==> src/rtl/fib_bcd_display_if.sv <==
// Purpose: bundles the capture handshake and the display drive of the
//          Fibonacci BCD display stage into one interface.
// Signals:
//   value : 16-bit unsigned sample to convert
//   load  : capture request, sampled on the rising clock edge
//   bcd   : last completed result, five packed BCD digits
//   busy  : conversion in progress
//   done  : one-cycle pulse when bcd updates
//   an    : digit anodes, active-low, an[0] is the units digit
//   seg   : segments {g,f,e,d,c,b,a}, active-low
//   dp    : decimal point, active-low, always off
// Modports: master drives value/load (generator side), slave is the display stage.
interface fib_bcd_display_if;
    logic [15:0] value;
    logic        load;
    logic [19:0] bcd;
    logic        busy;
    logic        done;
    logic [7:0]  an;
    logic [6:0]  seg;
    logic        dp;

    modport master (
        output value, load,
        input  bcd, busy, done, an, seg, dp
    );

    modport slave (
        input  value, load,
        output bcd, busy, done, an, seg, dp
    );
endinterface

==> src/rtl/fib_bcd_display.sv <==
// Purpose: captures a 16-bit binary sample, converts it to five BCD digits
//          with a sequential double-dabble engine (16 shift cycles), and
//          scans the digits onto an 8-digit active-low seven-segment display
//          with leading-zero blanking.
// Ports:
//   clk : system clock, rising edge
//   rst : asynchronous active-high reset
//   bus : fib_bcd_display_if.slave (value/load in; bcd/busy/done/an/seg/dp out)
// Parameters:
//   SCAN_DIV : clock cycles each digit stays lit (>= 2)
module fib_bcd_display #(
    parameter int SCAN_DIV = 100000
) (
    input  logic               clk,
    input  logic               rst,
    fib_bcd_display_if.slave   bus
);

    localparam int PRE_W = (SCAN_DIV > 2) ? $clog2(SCAN_DIV) : 1;

    typedef enum logic {IDLE, SHIFT} state_t;

    state_t            r_state;
    state_t            w_stateNext;
    logic [15:0]       r_shift;
    logic [19:0]       r_scratch;
    logic [4:0]        r_count;
    logic [19:0]       r_bcd;
    logic              r_busy;
    logic              r_done;
    logic [PRE_W-1:0]  r_prescale;
    logic [2:0]        r_idx;

    logic              w_capture;
    logic              w_lastShift;
    logic [19:0]       w_adj;
    logic [19:0]       w_scratchNext;
    logic [3:0]        w_digit;
    logic              w_blank;
    logic [7:0]        w_an;
    logic [6:0]        w_seg;

    // State register
    always_ff @(posedge clk or posedge rst) begin
        if (rst) r_state <= IDLE;
        else     r_state <= w_stateNext;
    end

    // Next-state logic: load is only honoured in IDLE, so loads during SHIFT are dropped
    always_comb begin
        w_stateNext = r_state;
        case (r_state)
            IDLE:    if (bus.load) w_stateNext = SHIFT;
            SHIFT:   if (r_count == 5'd15) w_stateNext = IDLE;
            default: w_stateNext = IDLE;
        endcase
    end

    // FSM strobes for the datapath
    always_comb begin
        w_capture   = (r_state == IDLE) && bus.load;
        w_lastShift = (r_state == SHIFT) && (r_count == 5'd15);
    end

    // Add-3 correction per nibble; a corrected nibble tops out at 12, so no carry leaves it
    always_comb begin
        w_adj = r_scratch;
        for (int n = 0; n < 5; n++) begin
            if (r_scratch[4*n +: 4] >= 4'd5)
                w_adj[4*n +: 4] = r_scratch[4*n +: 4] + 4'd3;
        end
        w_scratchNext = {w_adj[18:0], r_shift[15]};
    end

    // Converter datapath; bcd only changes on the final shift so the display never sees partial values
    always_ff @(posedge clk or posedge rst) begin
        if (rst) begin
            r_shift   <= '0;
            r_scratch <= '0;
            r_count   <= '0;
            r_bcd     <= '0;
            r_busy    <= 1'b0;
            r_done    <= 1'b0;
        end else begin
            r_done <= w_lastShift;
            if (w_capture) begin
                r_shift   <= bus.value;
                r_scratch <= '0;
                r_count   <= '0;
                r_busy    <= 1'b1;
            end else if (r_state == SHIFT) begin
                r_shift   <= {r_shift[14:0], 1'b0};
                r_scratch <= w_scratchNext;
                r_count   <= r_count + 5'd1;
                if (w_lastShift) begin
                    r_bcd  <= w_scratchNext;
                    r_busy <= 1'b0;
                end
            end
        end
    end

    // Free-running scan prescaler and digit index, independent of the converter
    always_ff @(posedge clk or posedge rst) begin
        if (rst) begin
            r_prescale <= '0;
            r_idx      <= '0;
        end else if (r_prescale == PRE_W'(SCAN_DIV - 1)) begin
            r_prescale <= '0;
            r_idx      <= (r_idx == 3'd4) ? 3'd0 : r_idx + 3'd1;
        end else begin
            r_prescale <= r_prescale + 1'b1;
        end
    end

    // Digit select with leading-zero blanking (digit 0 always shown)
    always_comb begin
        w_digit = r_bcd[3:0];
        w_blank = 1'b0;
        case (r_idx)
            3'd1: begin w_digit = r_bcd[7:4];   w_blank = (r_bcd[19:4]  == 16'd0); end
            3'd2: begin w_digit = r_bcd[11:8];  w_blank = (r_bcd[19:8]  == 12'd0); end
            3'd3: begin w_digit = r_bcd[15:12]; w_blank = (r_bcd[19:12] == 8'd0);  end
            3'd4: begin w_digit = r_bcd[19:16]; w_blank = (r_bcd[19:16] == 4'd0);  end
            default: begin w_digit = r_bcd[3:0]; w_blank = 1'b0; end
        endcase
    end

    // Anode and segment decode
    always_comb begin
        w_an        = 8'hFF;
        w_an[r_idx] = 1'b0;
        case (w_digit)
            4'd0:    w_seg = 7'b1000000;
            4'd1:    w_seg = 7'b1111001;
            4'd2:    w_seg = 7'b0100100;
            4'd3:    w_seg = 7'b0110000;
            4'd4:    w_seg = 7'b0011001;
            4'd5:    w_seg = 7'b0010010;
            4'd6:    w_seg = 7'b0000010;
            4'd7:    w_seg = 7'b1111000;
            4'd8:    w_seg = 7'b0000000;
            4'd9:    w_seg = 7'b0010000;
            default: w_seg = 7'b1111111;
        endcase
        if (w_blank) w_seg = 7'b1111111;
    end

    assign bus.bcd  = r_bcd;
    assign bus.busy = r_busy;
    assign bus.done = r_done;
    assign bus.an   = w_an;
    assign bus.seg  = w_seg;
    assign bus.dp   = 1'b1;

endmodule

==> src/flat_wrapper.sv <==
// flat-port wrapper written by rule: the top's interface ports become plain ports
module fib_bcd_display_flat 
#(
    parameter int SCAN_DIV = 100000
)
  (clk, rst, bus_value, bus_load, bus_bcd, bus_busy, bus_done, bus_an, bus_seg, bus_dp);
  fib_bcd_display_if bus_i ();
  input  logic clk;
  input  logic rst;
  input wire logic [$bits(bus_i.value)-1:0] bus_value;
  input wire logic [$bits(bus_i.load)-1:0] bus_load;
  output wire logic [$bits(bus_i.bcd)-1:0] bus_bcd;
  output wire logic [$bits(bus_i.busy)-1:0] bus_busy;
  output wire logic [$bits(bus_i.done)-1:0] bus_done;
  output wire logic [$bits(bus_i.an)-1:0] bus_an;
  output wire logic [$bits(bus_i.seg)-1:0] bus_seg;
  output wire logic [$bits(bus_i.dp)-1:0] bus_dp;
  assign bus_i.value = bus_value;
  assign bus_i.load = bus_load;
  assign bus_bcd = bus_i.bcd;
  assign bus_busy = bus_i.busy;
  assign bus_done = bus_i.done;
  assign bus_an = bus_i.an;
  assign bus_seg = bus_i.seg;
  assign bus_dp = bus_i.dp;
  fib_bcd_display #(.SCAN_DIV(SCAN_DIV)) u_core (.clk(clk), .rst(rst), .bus(bus_i));
endmodule
==> config.mk <==
export PLATFORM = sky130hd
export DESIGN_NAME = fib_bcd_display_flat
export DESIGN_NICKNAME = d
export VERILOG_FILES = /design/src/rtl/fib_bcd_display_if.sv /design/src/rtl/fib_bcd_display.sv /design/src/flat_wrapper.sv
export SDC_FILE = /design/constraint.sdc
export NUM_CORES = 1
export LEC_CHECK = 0
export ABC_AREA = 1
export ABC_CLOCK_PERIOD_IN_PS = 2340
export CAP_MARGIN = 0
export CORE_MARGIN = 2
export CORE_UTILIZATION = 25
export CTS_CLUSTER_DIAMETER = 80
export DETAILED_ROUTE_END_ITERATION = 10
export GPL_TIMING_DRIVEN = 1
export PLACE_DENSITY_LB_ADDON = 0.25
export SYNTH_ARGS = -nofsm -noshare
export SYNTH_HDL_FRONTEND = slang
export SYNTH_SLANG_ARGS = --single-unit
==> constraint.sdc <==
create_clock -name clk -period 2.34 [get_ports clk]
set_input_delay 0.351 -clock clk [delete_from_list [all_inputs] [get_ports clk]]
set_output_delay 0.351 -clock clk [all_outputs]
set_load 0.01 [all_outputs]
# Word-level counts from Yosys, hierarchy flattened
# Memory sizes are Yosys's and may differ from the RTL's.
# Index checks and enable logic that the tools add are counted.
[word_totals] ff_bits=84 mem_bits_ro=112 in_bits=19 wordCells=69 mem_count=1
[op_classes] n_addsub=8 magnitude_cmp=7 n_eq_ne=6 muxes=24 bitwise=3 n_reduce_logical=11
[memory_table] memory="(name not given)" words=16 word_bits=7 rd=1 rd_clocked_by_memory_dff=0 write_ports=0 line="fib_bcd_display.sv:133" source="case (w_digit)"
[ops] cell="20-bit two-way mux" count=2
[ops] cell="16-bit two-way mux" count=2
[ops] cell="4-bit by 3-bit greater-or-equal comparator with 1-bit output (second input constant)" count=5
[ops] cell="17-bit by 1-bit adder with 17-bit output (second input constant)" count=1
[ops] cell="17-bit equality test (second input constant)" count=1
[ops] cell="17-bit two-way mux" count=1
[ops] cell="4-bit by 2-bit adder with 4-bit output (second input constant)" count=4
[ops] cell="16-bit logical NOT" count=1
[ops] cell="4-bit two-way mux" count=4
[ops] cell="4-bit case mux with 4 select lines" count=1
[ops] cell="12-bit logical NOT" count=1
[ops] cell="5-bit two-way mux" count=2
[ops] cell="8-bit logical NOT" count=1
[ops] cell="8-bit NOT" count=1
[ops] cell="7-bit two-way mux" count=1
[ops] cell="3-bit by 2-bit equality test with 1-bit output (second input constant)" count=2
[ops] cell="1-bit two-way mux" count=6
[ops] cell="3-bit two-way mux" count=2
[ops] cell="5-bit by 1-bit adder with 5-bit output (second input constant)" count=1
[ops] cell="5-bit by 4-bit equality test with 1-bit output (second input constant)" count=1
[ops] cell="4-bit logical NOT" count=1
[ops] cell="3-bit by 4-bit less-than comparator with 1-bit output (second input constant)" count=1
[ops] cell="1-bit case mux with 4 select lines" count=1
[ops] cell="2-bit nonzero test" count=2
[ops] cell="other kinds (11)" count=14

# Longest topological paths before layout
# Gate-level depths: netlist of the first run.
[logic_depth] depth_word=5 ltp_mapped=15

# Worst setup path after synthesis of the first run
# Ideal clock, no wire load.
[synth_timing] path_kind="register to output" startpoint="reg u_core.r_idx[0]" endpoint="out bus_seg[1]" arrival_ns=1.945 required_time_ns=1.989 setup_slack_ns=0.044 stages_incl_launch_ff=10 n_path_buf=0 cell_sequence="dfrtp_1 inv_1 ha_1 o21ai_2 nand2_4 nand2_1 nand2_4 inv_1 ha_1 o211ai_1"
[synth_via] elab_chain_cells=4 elab_cells_between_ends=8 cone_classes="eq/ne: 4; mux: 3; memory: 1"
[synth_lines] element="from (decl)" line="fib_bcd_display.sv:32" source="logic [2:0] r_idx;"
[synth_lines] element="from (signal assigned)" line="fib_bcd_display.sv:110" source="r_idx <= (r_idx == 3'd4) ? 3'd0 : r_idx + 3'd1;"
[synth_lines] element="3-bit equality test (tied with other cells)" line="fib_bcd_display.sv:120" source="case (r_idx)"
[synth_lines] element="4-bit case mux with 4 select lines" line="fib_bcd_display.sv:120"
[synth_lines] element="memory 16 x 7 bit"
[synth_lines] element="7-bit two-way mux *" line="fib_bcd_display.sv:146" source="if (w_blank) w_seg = 7'b1111111;"
[synth_lines] element="to (decl)" line="flat_wrapper.sv:16" source="output wire logic [$bits(bus_i.seg)-1:0] bus_seg;"
# Every way passes the cells marked *; elsewhere a longest branch is shown, timed or not.

# Final worst setup path of the first run
[layout_timing] startpoint="reg u_core.r_idx[0]" endpoint="out bus_seg[0]"
# The elaborated chain is that of the path after synthesis.

==> metrics.md, run 1 <==
| Metric | Value |
|---|---|
| Height of the die | 139 microns |
| Violated checks | negative setup slack |
| Slew Viols, Final | 0 |
| Vias after detailed routing | 4042 |
| Final WS setup | -235 ps |
| Number of buffers added by the clock tree synthesis step | 9 |
| Max-cap viol count | 0 |
| Number of register bits inferred by synthesis | 84 |
| Initial cell density of the core | 25.4% |
| TritonCTS clock tree | built |
| Power density over the cells | 1080 mW/mm^2 |
| Total congestion overflow | 0 |
| Number of remaining DRC errors | 0 |
| Type of element capturing the critical path | primary output |
| Input/output buffers | 55 |
| Largest net degree at the start of global routing | 39 |
| Clock H-tree levels | 3 |
| Antenna violations before repair | 0 |
| Ratio of cells with drive above 1 in the final layout | 17.2% |
| Max-Slew Margin vs Limit | 65.8% |
| Final Hold Vio Count | 0 |
| Required time of the critical path | 1990 ps |
| Worst path buffer plus inverter count | 5 |
| Result of the run | finished with violations |
| Tot GR Track Use | 12.4% |
| Signal arrival time at the worst endpoint | 2220 ps |
| Final cell area excluding filler cells | 0.00613 sq mm |
| Wirelength per Cell | 12.9 microns |
| Setup TNS Final | -1400 ps |
| Post-synth top flop | sky130_fd_sc_hd__dfrtp_1 |
| Minimum clock period after layout | 2580 ps |
| Fill cells | 1860 |
| Post-synth ARST share | 100% |
| Routability congestion estimate | 0.800 |
| HPWL after DPL | 8.54 mm |
| Cell type group with the largest total delay on the critical path | buffers and inverters |
| Synth top area share | 46.1% |
| Actual slew at the worst max-slew pin | 512 ps |
| Top cell type by total area after synthesis | sky130_fd_sc_hd__dfrtp_1 |
| Net count reported at finish | 697 |
| Critical Setup Path Class | register to primary output |
| Synth Net Count | 601 |
| Area of the die | 0.0193 sq mm |
| Detailed Route Iter0 Violations | 191 |
| Util after Layout | 34.1% |
| Area growth, synth to finish | 34.4% |
| Setup-violating endpoint count in the final report | 7 |
| Clock latency on the worst-skew pair | 340 ps |
| Post-DRT Antenna Nets | 0 |
| Reported leakage power | 0.00283 uW |
| Slowest cell on the critical path | sky130_fd_sc_hd__dfrtp_2 |
| Dominant cells by area after synthesis | sky130_fd_sc_hd__dfrtp_1 (46%), sky130_fd_sc_hd__nand2_1 (11%), sky130_fd_sc_hd__inv_1 (6.3%) |
| Most numerous cell on the critical path | sky130_fd_sc_hd__nand2_1 |
| Global-route wire length before repair | 19.7 mm |
| Delay contributed by the slowest stage of the critical path | 450 ps |
| Netlist cell types | 38 |
| Worst min path class | input port to async pin |
| Mapped cell area | 0.00456 sq mm |
| Antenna fix cells | 0 |
| Clock root buffer | sky130_fd_sc_hd__clkbuf_16 |
| Via count of the first global-routing pass | 3998 |
| Ports placed on the boundary | 57 |
| Kind of start point of the critical path | register |
| Reg clk slew, reported paths | 60 ps |
| Average size of a mapped cell | 8.13 sq um |
| Final standard cell count with taps included and fillers excluded | 891 |
| Routed Wire Length | 11.5 mm |
| Setup Skew | 15.9 ps |
| Row count | 49 |
| DP Cell Count | 869 |
| Maximum net fanout on the critical path | 4 |
| Highest achievable clock rate | 0.388 GHz |
| Final worst-path cycle share | 110% |
| Placeable core region | 0.0180 sq mm |
| Dpl ws | -370 ps |
| Chain of cells forming the critical path | inv_2 -> ha_4 -> inv_1 -> nand2_2 -> o21ai_4 -> buf_6 -> nand3b_1 -> nand2_2 -> buf_6 -> ha_1 -> nand2_1 -> nand2_1 -> nand2_1 -> nand2_1 -> buf_2 |
| Cell area after placement | 0.00566 sq mm |
| Number of flops mapped to enable cells by yosys | 0 |
| Post-detailed-route via-to-cell ratio | 4.54 |
| Total number of yosys warnings | 0 |
| Synthesized netlist cell count | 561 |
| RSZ-0062 raised after global routing | yes |
| Clock Path Buffers | 2 |
| Horiz. Die Dim | 139 microns |
| TritonCTS sink count | 84 |
| Sequential cell area fraction in the yosys report | 46.1% |
| Peak supply drop | 537 uV |
| Detailed Routing Iterations Pass 1 | 4 |
[stage by stage]
stage | total power [uW] | hold slack [ps]
finish | 6630 | 397
global route | 7220 | 442
CTS | 6700 | 414
detailed placement | 5230 | 456
global placement | 5120 | 442
floorplan | 3980 | 432
[state kept, by name, indices dropped and copies added, names as in the netlist]
name	flops
u_core.bus.bcd	20
u_core.bus.busy	1
u_core.bus.done	1
u_core.r_count	5
u_core.r_idx	3
u_core.r_prescale	17
u_core.r_scratch	20
u_core.r_shift	16
u_core.r_state	1
[cell usage after synthesis, types with 3 or more instances]
library cell / count
sky130_fd_sc_hd__nand2_1: 128
sky130_fd_sc_hd__dfrtp_1: 84
sky130_fd_sc_hd__inv_1: 77
sky130_fd_sc_hd__o21ai_0: 48
sky130_fd_sc_hd__nand3_1: 40
sky130_fd_sc_hd__nor2_1: 40
sky130_fd_sc_hd__ha_1: 21
sky130_fd_sc_hd__o22ai_1: 20
sky130_fd_sc_hd__clkbuf_1: 12
sky130_fd_sc_hd__nand4_1: 9
sky130_fd_sc_hd__o221ai_1: 9
sky130_fd_sc_hd__xor2_1: 9
sky130_fd_sc_hd__a21oi_1: 8
sky130_fd_sc_hd__o211ai_1: 7
sky130_fd_sc_hd__nand2_2: 6
sky130_fd_sc_hd__nand3b_1: 5
sky130_fd_sc_hd__nor3_1: 4
sky130_fd_sc_hd__or2_2: 4
sky130_fd_sc_hd__nand2_4: 3
sky130_fd_sc_hd__nor2_2: 3
sky130_fd_sc_hd__o21ai_2: 3
[logic make-up (layout without fill, tap and decap cells)]
logic type,after synthesis,count (layout),synth area share (%)
xor+xnor,9,9,1.73
simple gates,250,250,24.8
other cells,1,1,0.0822
fa+ha+maj,21,21,5.76
compound gates,101,101,13.2
flops,84,84,46.1
buf+inv,95,196,8.28
[layout make-up]
| class | instances | area [sq um] | share of cell area [%] |
|---|---|---|---|
| Tap cell | 229 | 287 | 4.67 |
| Multi-Input combinational cell | 382 | 2220 | 36.2 |
| Clock inverter | 4 | 56.3 | 0.919 |
| Timing Repair Buffer | 100 | 910 | 14.8 |
| Sequential cell | 84 | 2100 | 34.3 |
| Inverter | 80 | 309 | 5.04 |
| Clock buffer | 12 | 246 | 4.02 |
[worst reg2reg max path, delay by kind of cell (launching register included)]
kind | cells | cell delay [ps]
adders and majority gates | 2 | 430
buffers and inverters | 2 | 330
DFF | 1 | 410
and+or+nand+nor | 4 | 440
[metal layers]
| layer | wire length [microns] | global-route usage [%] | vias up |
|---|---|---|---|
| met5 | 0 | 0 | - |
| met4 | 155 | 2.98 | 0 |
| met3 | 508 | 2.52 | 12 |
| met2 | 5460 | 20.8 | 82 |
| met1 | 5370 | 16.4 | 1904 |
| li1 | - | - | 2044 |
[cell usage in the layout, fill, tap and decap left out, types with 3 or more instances in the layout]
cell type	n
sky130_fd_sc_hd__a21oi_1	7
sky130_fd_sc_hd__dfrtp_1	82
sky130_fd_sc_hd__ha_1	14
sky130_fd_sc_hd__inv_1	73
sky130_fd_sc_hd__inv_2	3
sky130_fd_sc_hd__nand2_4	5
sky130_fd_sc_hd__or2_2	4
sky130_fd_sc_hd__clkdlybuf4s50_1	48
sky130_fd_sc_hd__buf_4	37
sky130_fd_sc_hd__ha_4	6
sky130_fd_sc_hd__nor3_1	4
sky130_fd_sc_hd__o211ai_1	7
sky130_fd_sc_hd__nand2_2	10
sky130_fd_sc_hd__o22ai_1	20
sky130_fd_sc_hd__nor2_2	4
sky130_fd_sc_hd__nand4_1	9
sky130_fd_sc_hd__nand2_1	122
sky130_fd_sc_hd__nand3_1	40
sky130_fd_sc_hd__buf_12	3
sky130_fd_sc_hd__o221ai_1	9
sky130_fd_sc_hd__nor2_1	38
sky130_fd_sc_hd__buf_2	7
sky130_fd_sc_hd__buf_6	5
sky130_fd_sc_hd__xor2_1	9
sky130_fd_sc_hd__o21ai_0	47
sky130_fd_sc_hd__clkbuf_16	9
sky130_fd_sc_hd__nand3b_1	5
[power breakdown]
part           internal (uW)  total, uW  switching [uW]
sequential              1940       2340             394
clock                    866       1460             596
combinational           1270       2840            1570
total                   4080       6630            2560
[worst paths after layout]
check                      depth (start not counted)                   end            startpoint  slack, ps
max                                               15            bus_seg[0]       u_core.r_idx[0]       -240
min                                                2       u_core.bus.done                   rst        400
max reg2reg                                        8     u_core.bus.bcd[4]     u_core.r_count[0]        620
min reg2reg                                        1  u_core.r_prescale[0]  u_core.r_prescale[0]        460
max in group asynchronous                          3  u_core.r_scratch[10]                   rst       1390
min in group clk                                   1  u_core.r_prescale[0]  u_core.r_prescale[0]        460
[what timing repair did]
item,in CTS,in global routing
buffers inserted,6,0
resized for setup,62,6
hold buffers,0,0
pin swaps,16,5
endpoints found under the setup margin,7,7
endpoints found under the hold margin,0,0
gates cloned,0,0
Note: power is estimated with default switching activity, not from simulation.
==> run 2, diff against run 1 <==
--- a/config.mk
+++ b/config.mk
@@ -14,6 +14,7 @@
 export DETAILED_ROUTE_END_ITERATION = 10
 export GPL_TIMING_DRIVEN = 1
 export PLACE_DENSITY_LB_ADDON = 0.25
+export RECOVER_POWER = 50
 export SYNTH_ARGS = -nofsm -noshare
 export SYNTH_HDL_FRONTEND = slang
 export SYNTH_SLANG_ARGS = --single-unit
==> metrics.md, run 2 (synthesis gave the netlist of run 1 again) <==
| Metric | Value |
|---|---|
| Slew Viols, Final | 0 (unchanged) |
| Area of the die | 0.0193 sq mm (unchanged) |
| Clock Path Buffers | 2 (unchanged) |
| Worst path buffer plus inverter count | 5 (unchanged) |
| Chain of cells forming the critical path | inv_2 -> ha_4 -> inv_1 -> nand2_2 -> o21ai_4 -> buf_6 -> nand3b_1 -> nand2_2 -> buf_6 -> ha_1 -> nand2_1 -> nand2_1 -> nand2_1 -> nand2_1 -> buf_2 |
| RSZ-0062 raised after global routing | yes |
| Minimum clock period after layout | 2580 ps (+3.55 ps) |
| Met1 wire length | 5.38 mm (+0.22%) |
| Highest metal layer used by the detailed router | met4 |
| TritonCTS clock tree | built |
| Via count of the first global-routing pass | 3998 (unchanged) |
| Reported leakage power | 0.00281 uW (-0.65%) |
| Delay contributed by the slowest stage of the critical path | 450 ps (about the same) |
| Height of the die | 139 microns (unchanged) |
| Most used cells in the layout excluding fill and tap cells | sky130_fd_sc_hd__nand2_1 (122), sky130_fd_sc_hd__dfrtp_1 (82), sky130_fd_sc_hd__inv_1 (73) |
| Wirelength per Cell | 12.9 microns (about the same) |
| Final cell area excluding filler cells | 0.00608 sq mm (-0.73%) |
| Detailed Routing Iterations Pass 1 | 4 (unchanged) |
| Antenna fix cells | 0 (unchanged) |
| Clock H-tree levels | 3 (unchanged) |
| Detailed route wirelength on metal2 | 5.48 mm (+0.37%) |
| Most common cell after layout, fill and taps aside | sky130_fd_sc_hd__nand2_1 |
| Most numerous cell on the critical path | sky130_fd_sc_hd__nand2_1 |
| Max-cap viol count | 0 (unchanged) |
| Clock root buffer | sky130_fd_sc_hd__clkbuf_16 |
| Post-DRT Antenna Nets | 0 (unchanged) |
| Placeable core region | 0.0180 sq mm (unchanged) |
| Number of remaining DRC errors | 0 (unchanged) |
| Highest achievable clock rate | 0.388 GHz (-0.14%) |
| Hold slack | 461 ps (+63.5 ps) |
| Cell type group with the largest total delay on the critical path | buffers and inverters |
| Kind of start point of the critical path | register |
| Tot GR Track Use | 12.4% (unchanged) |
| Global-route wire length before repair | 19.7 mm (unchanged) |
| Signal arrival time at the worst endpoint | 2230 ps (about the same) |
| Antenna violations before repair | 0 (unchanged) |
| Critical Setup Path Class | register to primary output |
| Input/output buffers | 55 (unchanged) |
| HPWL after DPL | 8.54 mm (unchanged) |
| Cell area after placement | 0.00566 sq mm (unchanged) |
| Detailed Route Iter0 Violations | 221 (+16%) |
| Setup TNS Final | -1430 ps (-34.9 ps) |
| Final worst-path cycle share | 110% (+0.15 points) |
| Final WS setup | -239 ps (-3.55 ps) |
| Net count reported at finish | 697 (unchanged) |
| DP Cell Count | 869 (unchanged) |
| Reg clk slew, reported paths | 60 ps (about the same) |
| Required time of the critical path | 1990 ps (about the same) |
| Setup Skew | 15.5 ps (-0.363 ps) |
| Initial cell density of the core | 25.4% (unchanged) |
| Result of the run | finished with violations |
| Final standard cell count with taps included and fillers excluded | 891 (unchanged) |
| Total congestion overflow | 0 (unchanged) |
| Clock latency on the worst-skew pair | 340 ps (about the same) |
| Power density over the cells | 1090 mW/mm^2 (+0.45%) |
| Actual slew at the worst max-slew pin | 911 ps (+399 ps) |
| Max-Slew Margin vs Limit | 39.3% (-27 points) |
| Largest net degree at the start of global routing | 39 (unchanged) |
| Number of buffers added by the clock tree synthesis step | 9 (unchanged) |
| Routed Wire Length | 11.5 mm (about the same) |
| Peak supply drop | 539 uV (+0.30%) |
| Detailed route wirelength on metal3 | 519 microns (+2.2%) |
| Violated checks | negative setup slack |
| Routability congestion estimate | 0.800 (unchanged) |
| Slowest cell on the critical path | sky130_fd_sc_hd__dfrtp_2 |
| Type of element capturing the critical path | primary output |
| Maximum net fanout on the critical path | 4 (unchanged) |
| Final Hold Vio Count | 0 (unchanged) |
| TritonCTS sink count | 84 (unchanged) |
| Worst min path class | register to register |
| Vias after detailed routing | 4029 (-0.32%) |
| Worst setup slack for register-to-register paths | 550 ps (-70 ps) |
| Row count | 49 (unchanged) |
| Horiz. Die Dim | 139 microns (unchanged) |
| Ratio of cells with drive above 1 in the final layout | 16.8% (-0.45 points) |
| Setup-violating endpoint count in the final report | 7 (unchanged) |
| Area growth, synth to finish | 33.4% |
| Ports placed on the boundary | 57 (unchanged) |
| Post-detailed-route via-to-cell ratio | 4.52 (-0.32%) |
## run 2: metrics by stage
step	utilization, %	setup slack, ps	power [uW]
after floorplan	-	44.4	3980
after global placement	31.5	-320	5120
after global routing	33.9	-380	7210
final	33.9	-239	6610
after CTS	34.0	-235	6700
after detailed placement	31.5	-370	5230
## run 2: final cells by class
class / instances / area (sq um)
Sequential cell: 84 / 2100
Multi-Input combinational cell: 382 / 2210
Fill cell: 1862 / 11900
Clock buffer: 12 / 246
Timing Repair Buffer: 100 / 870
Inverter: 80 / 307
Clock inverter: 4 / 56.3
Tap cell: 229 / 287
## run 2: power breakdown
group	internal [uW]	switching, uW	total, uW
Clock	865	591	1460
Sequential	1940	393	2340
Combinational	1260	1570	2820
Total	4060	2550	6610
## run 2: final timing paths
path | from | end | depth (start not counted)
max | u_core.r_idx[0] | bus_seg[0] | 15
min | u_core.r_prescale[0] | u_core.r_prescale[0] | 1
max reg2reg | u_core.r_state | u_core.r_scratch[6] | 4
min reg2reg | u_core.r_prescale[0] | u_core.r_prescale[0] | 1
max in group asynchronous | rst | u_core.r_scratch[10] | 3
min in group asynchronous | rst | u_core.bus.done | 2
## run 2: metal layers
layer	global-route usage, %	up-vias
li1	-	2037
met1	16.4	1906
met2	20.8	78
met3	2.52	8
met4	2.98	0
met5	0	-
## run 2: timing repair
action,in CTS,in global routing
resized for setup,62,6
pin swaps,16,5
cloned,0,0
setup endpoints to repair,7,7
hold buffers,0,0
setup buffers,6,0
==> run 3, diff against run 2 <==
--- a/config.mk
+++ b/config.mk
@@ -8,11 +8,11 @@
 export ABC_AREA = 1
 export ABC_CLOCK_PERIOD_IN_PS = 2340
 export CAP_MARGIN = 0
-export CORE_MARGIN = 2
 export CORE_UTILIZATION = 25
 export CTS_CLUSTER_DIAMETER = 80
 export DETAILED_ROUTE_END_ITERATION = 10
-export GPL_TIMING_DRIVEN = 1
+export DONT_BUFFER_PORTS = 1
+export GPL_TIMING_DRIVEN = 0
 export PLACE_DENSITY_LB_ADDON = 0.25
 export RECOVER_POWER = 50
 export SYNTH_ARGS = -nofsm -noshare
==> metrics.md, run 3 (synthesis gave the netlist of run 1 again) <==
| Metric | Value |
|---|---|
| Result of the run | finished with violations |
| Violated checks | negative setup slack |
| Actual slew at the worst max-slew pin | 953 ps (+41.8 ps) |
| Placeable core region | 0.0179 sq mm (-0.34%) |
| Worst min path class | input port to register |
| Minimum clock period after layout | 2580 ps (-2.55 ps) |
| Most common cell after layout, fill and taps aside | sky130_fd_sc_hd__nand2_1 |
| Fill cells | 1938 (+4.1%) |
| Reported leakage power | 0.00251 uW (-11%) |
| Worst r2r src | u_core.r_count[0] |
| Max-Slew Margin vs Limit | 36.1% (-3.1 points) |
| Ratio of cells with drive above 1 in the final layout | 16.9% (+0.15 points) |
| Cell area after placement | 0.00489 sq mm (-14%) |
| Net count reported at finish | 632 (-9.3%) |
| Antenna violations before repair | 0 (unchanged) |
| Routed Wire Length | 12.0 mm (+4.6%) |
| Input/output buffers | 0 (-100%) |
| Total congestion overflow | 0 (unchanged) |
| Highest achievable clock rate | 0.388 GHz (about the same) |
| Clock Path Buffers | 2 (unchanged) |
| Kind of start point of the critical path | register |
| TritonCTS sink count | 84 (unchanged) |
| Post-detailed-route via-to-cell ratio | 4.66 (+3.1%) |
| RSZ-0062 raised after global routing | yes |
| Power density over the cells | 1130 mW/mm^2 (+4.3%) |
| Routability congestion estimate | 0.817 (+2.2%) |
| Final cell area excluding filler cells | 0.00553 sq mm (-9.1%) |
| Most used cells in the layout excluding fill and tap cells | sky130_fd_sc_hd__nand2_1 (115), sky130_fd_sc_hd__dfrtp_1 (81), sky130_fd_sc_hd__inv_1 (72) |
| Initial cell density of the core | 25.5% (+0.087 points) |
| Slew Viols, Final | 0 (unchanged) |
| Area of the die | 0.0188 sq mm (-2.9%) |
| Tot GR Track Use | 13.6% (+1.3 points) |
| Setup-violating endpoint count in the final report | 7 (unchanged) |
| Area of the multi-input gates | 0.00226 sq mm (+2.3%) |
| Final Hold Vio Count | 0 (unchanged) |
| Clock H-tree levels | 3 (unchanged) |
| Largest net degree at the start of global routing | 41 (+5.1%) |
| Setup Skew | 8.01 ps (-7.54 ps) |
| Height of the die | 137 microns (-1.4%) |
| HPWL after DPL | 8.88 mm (+4.0%) |
| Row count | 49 (unchanged) |
| Detailed Routing Iterations Pass 1 | 4 (unchanged) |
| Detailed Route Iter0 Violations | 150 (-32%) |
| Worst setup slack for register-to-register paths | 290 ps (-260 ps) |
| Capturing point of the worst reg2reg path | u_core.bus.bcd[6] |
| Clock latency on the worst-skew pair | 350 ps (about the same) |
| Type of element capturing the critical path | primary output |
| Vias after detailed routing | 3852 (-4.4%) |
| Hold wc startpoint | bus_value[12] |
| Global-route wire length before repair | 19.5 mm (-0.91%) |
| Peak supply drop | 484 uV (-10%) |
| Final WS setup | -236 ps (+2.55 ps) |
| Antenna fix cells | 0 (unchanged) |
| Register cell area after layout | 0.00211 sq mm (about the same) |
| Post-DRT Antenna Nets | 0 (unchanged) |
| Reg clk slew, reported paths | 70 ps (about the same) |
| Horiz. Die Dim | 137 microns (-1.4%) |
| Worst min-delay path endpoint | u_core.r_shift[12] |
| Cell depth of the worst min-delay path | 2 (+1) |
| Setup TNS Final | -1470 ps (-32.3 ps) |
| Critical Setup Path Class | register to primary output |
| Ports placed on the boundary | 57 (unchanged) |
| Number of remaining DRC errors | 0 (unchanged) |
| Final worst-path cycle share | 110% (about the same) |
| Maximum net fanout on the critical path | 6 (+2) |
| Worst R2R Path Depth | 8 (+4) |
| Via count of the first global-routing pass | 3852 (-3.7%) |
| Max-cap viol count | 0 (unchanged) |
| Number of buffers added by the clock tree synthesis step | 9 (unchanged) |
| Required time of the critical path | 1990 ps (about the same) |
| TritonCTS clock tree | built |
| Clock root buffer | sky130_fd_sc_hd__clkbuf_16 |
| Signal arrival time at the worst endpoint | 2230 ps (about the same) |
| Wirelength per Cell | 14.6 microns (+13%) |
| Area growth, synth to finish | 21.2% |
==> run 3: critical path: stages, from the launching register on <==
cell and delay, ps:
sky130_fd_sc_hd__dfrtp_2 470, sky130_fd_sc_hd__buf_6 150, sky130_fd_sc_hd__ha_4 180, sky130_fd_sc_hd__o21ai_4 220, sky130_fd_sc_hd__nand3b_1 150, sky130_fd_sc_hd__nand2_4 120
sky130_fd_sc_hd__inv_6 50, sky130_fd_sc_hd__ha_4 140, sky130_fd_sc_hd__nand3b_1 140, sky130_fd_sc_hd__nand2_1 80, sky130_fd_sc_hd__inv_2 50, sky130_fd_sc_hd__nand2_2 50
sky130_fd_sc_hd__nand2_2 70
==> run 3: report_power, final <==
group / total, uW / leakage [uW] / switching (uW) / internal [uW]
combinational: 2300 / 0.00130 / 1430 / 867
clock: 1490 / 0.000145 / 646 / 844
sequential: 2480 / 0.00107 / 541 / 1940
==> run 3: area by class of cell <==
cell class	instances	share of cell area (%)
clock buffers	9	4.07
clock inverters	7	1.58
repair buffers	20	2.99
well taps	229	5.18
flip-flops and latches	84	38.1
multi-input cells	382	41.0
plain buffers	15	1.40
inverters	80	5.73
==> run 3: stage by stage <==
stage | std cells | worst slack (ps) | hold WS, ps | total power, uW | utilization, %
3_3_place_gp | 790 | -209 | 446 | 4540 | 27.1
5_1_grt | 826 | -372 | 115 | 6790 | 30.9
3_5_place_dp | 792 | -270 | 289 | 4640 | 27.3
2_1_floorplan | 561 | 44.4 | 432 | 3980 | -
4_1_cts | 820 | -224 | 116 | 6300 | 30.6
6_report | 826 | -236 | 130 | 6270 | 30.9
==> run 3: what timing repair did <==
action | in CTS | in global routing
endpoints found under the setup margin | 7 | 22
pin swaps | 18 | 14
gates cloned | 0 | 0
endpoints found under the hold margin | 21 | 0
buffers inserted | 11 | 6
hold buffers | 1 | 0
resized for setup | 44 | 14
==> run 3: worst max-delay path by stage <==
stage / start / endpoint / slack, ps / cells past startpoint
after detailed placement: u_core.r_idx[0] / bus_seg[1] / -270 / 9
final: u_core.r_idx[0] / bus_seg[5] / -240 / 12
after global routing: u_core.r_idx[0] / bus_seg[6] / -370 / 12
after floorplan: u_core.r_idx[0] / bus_seg[1] / 40 / 9
after global placement: u_core.r_idx[0] / bus_seg[1] / -210 / 9
after CTS: u_core.r_idx[0] / bus_seg[6] / -220 / 12
==> run 3: layer usage <==
layer	up-vias	GRT usage [%]	part of all wire [%]
met3	11	4.37	5.3
met2	73	22.9	48
met1	1860	16.6	45
li1	1908	-	-
met5	-	0	0
met4	0	3.97	1.4
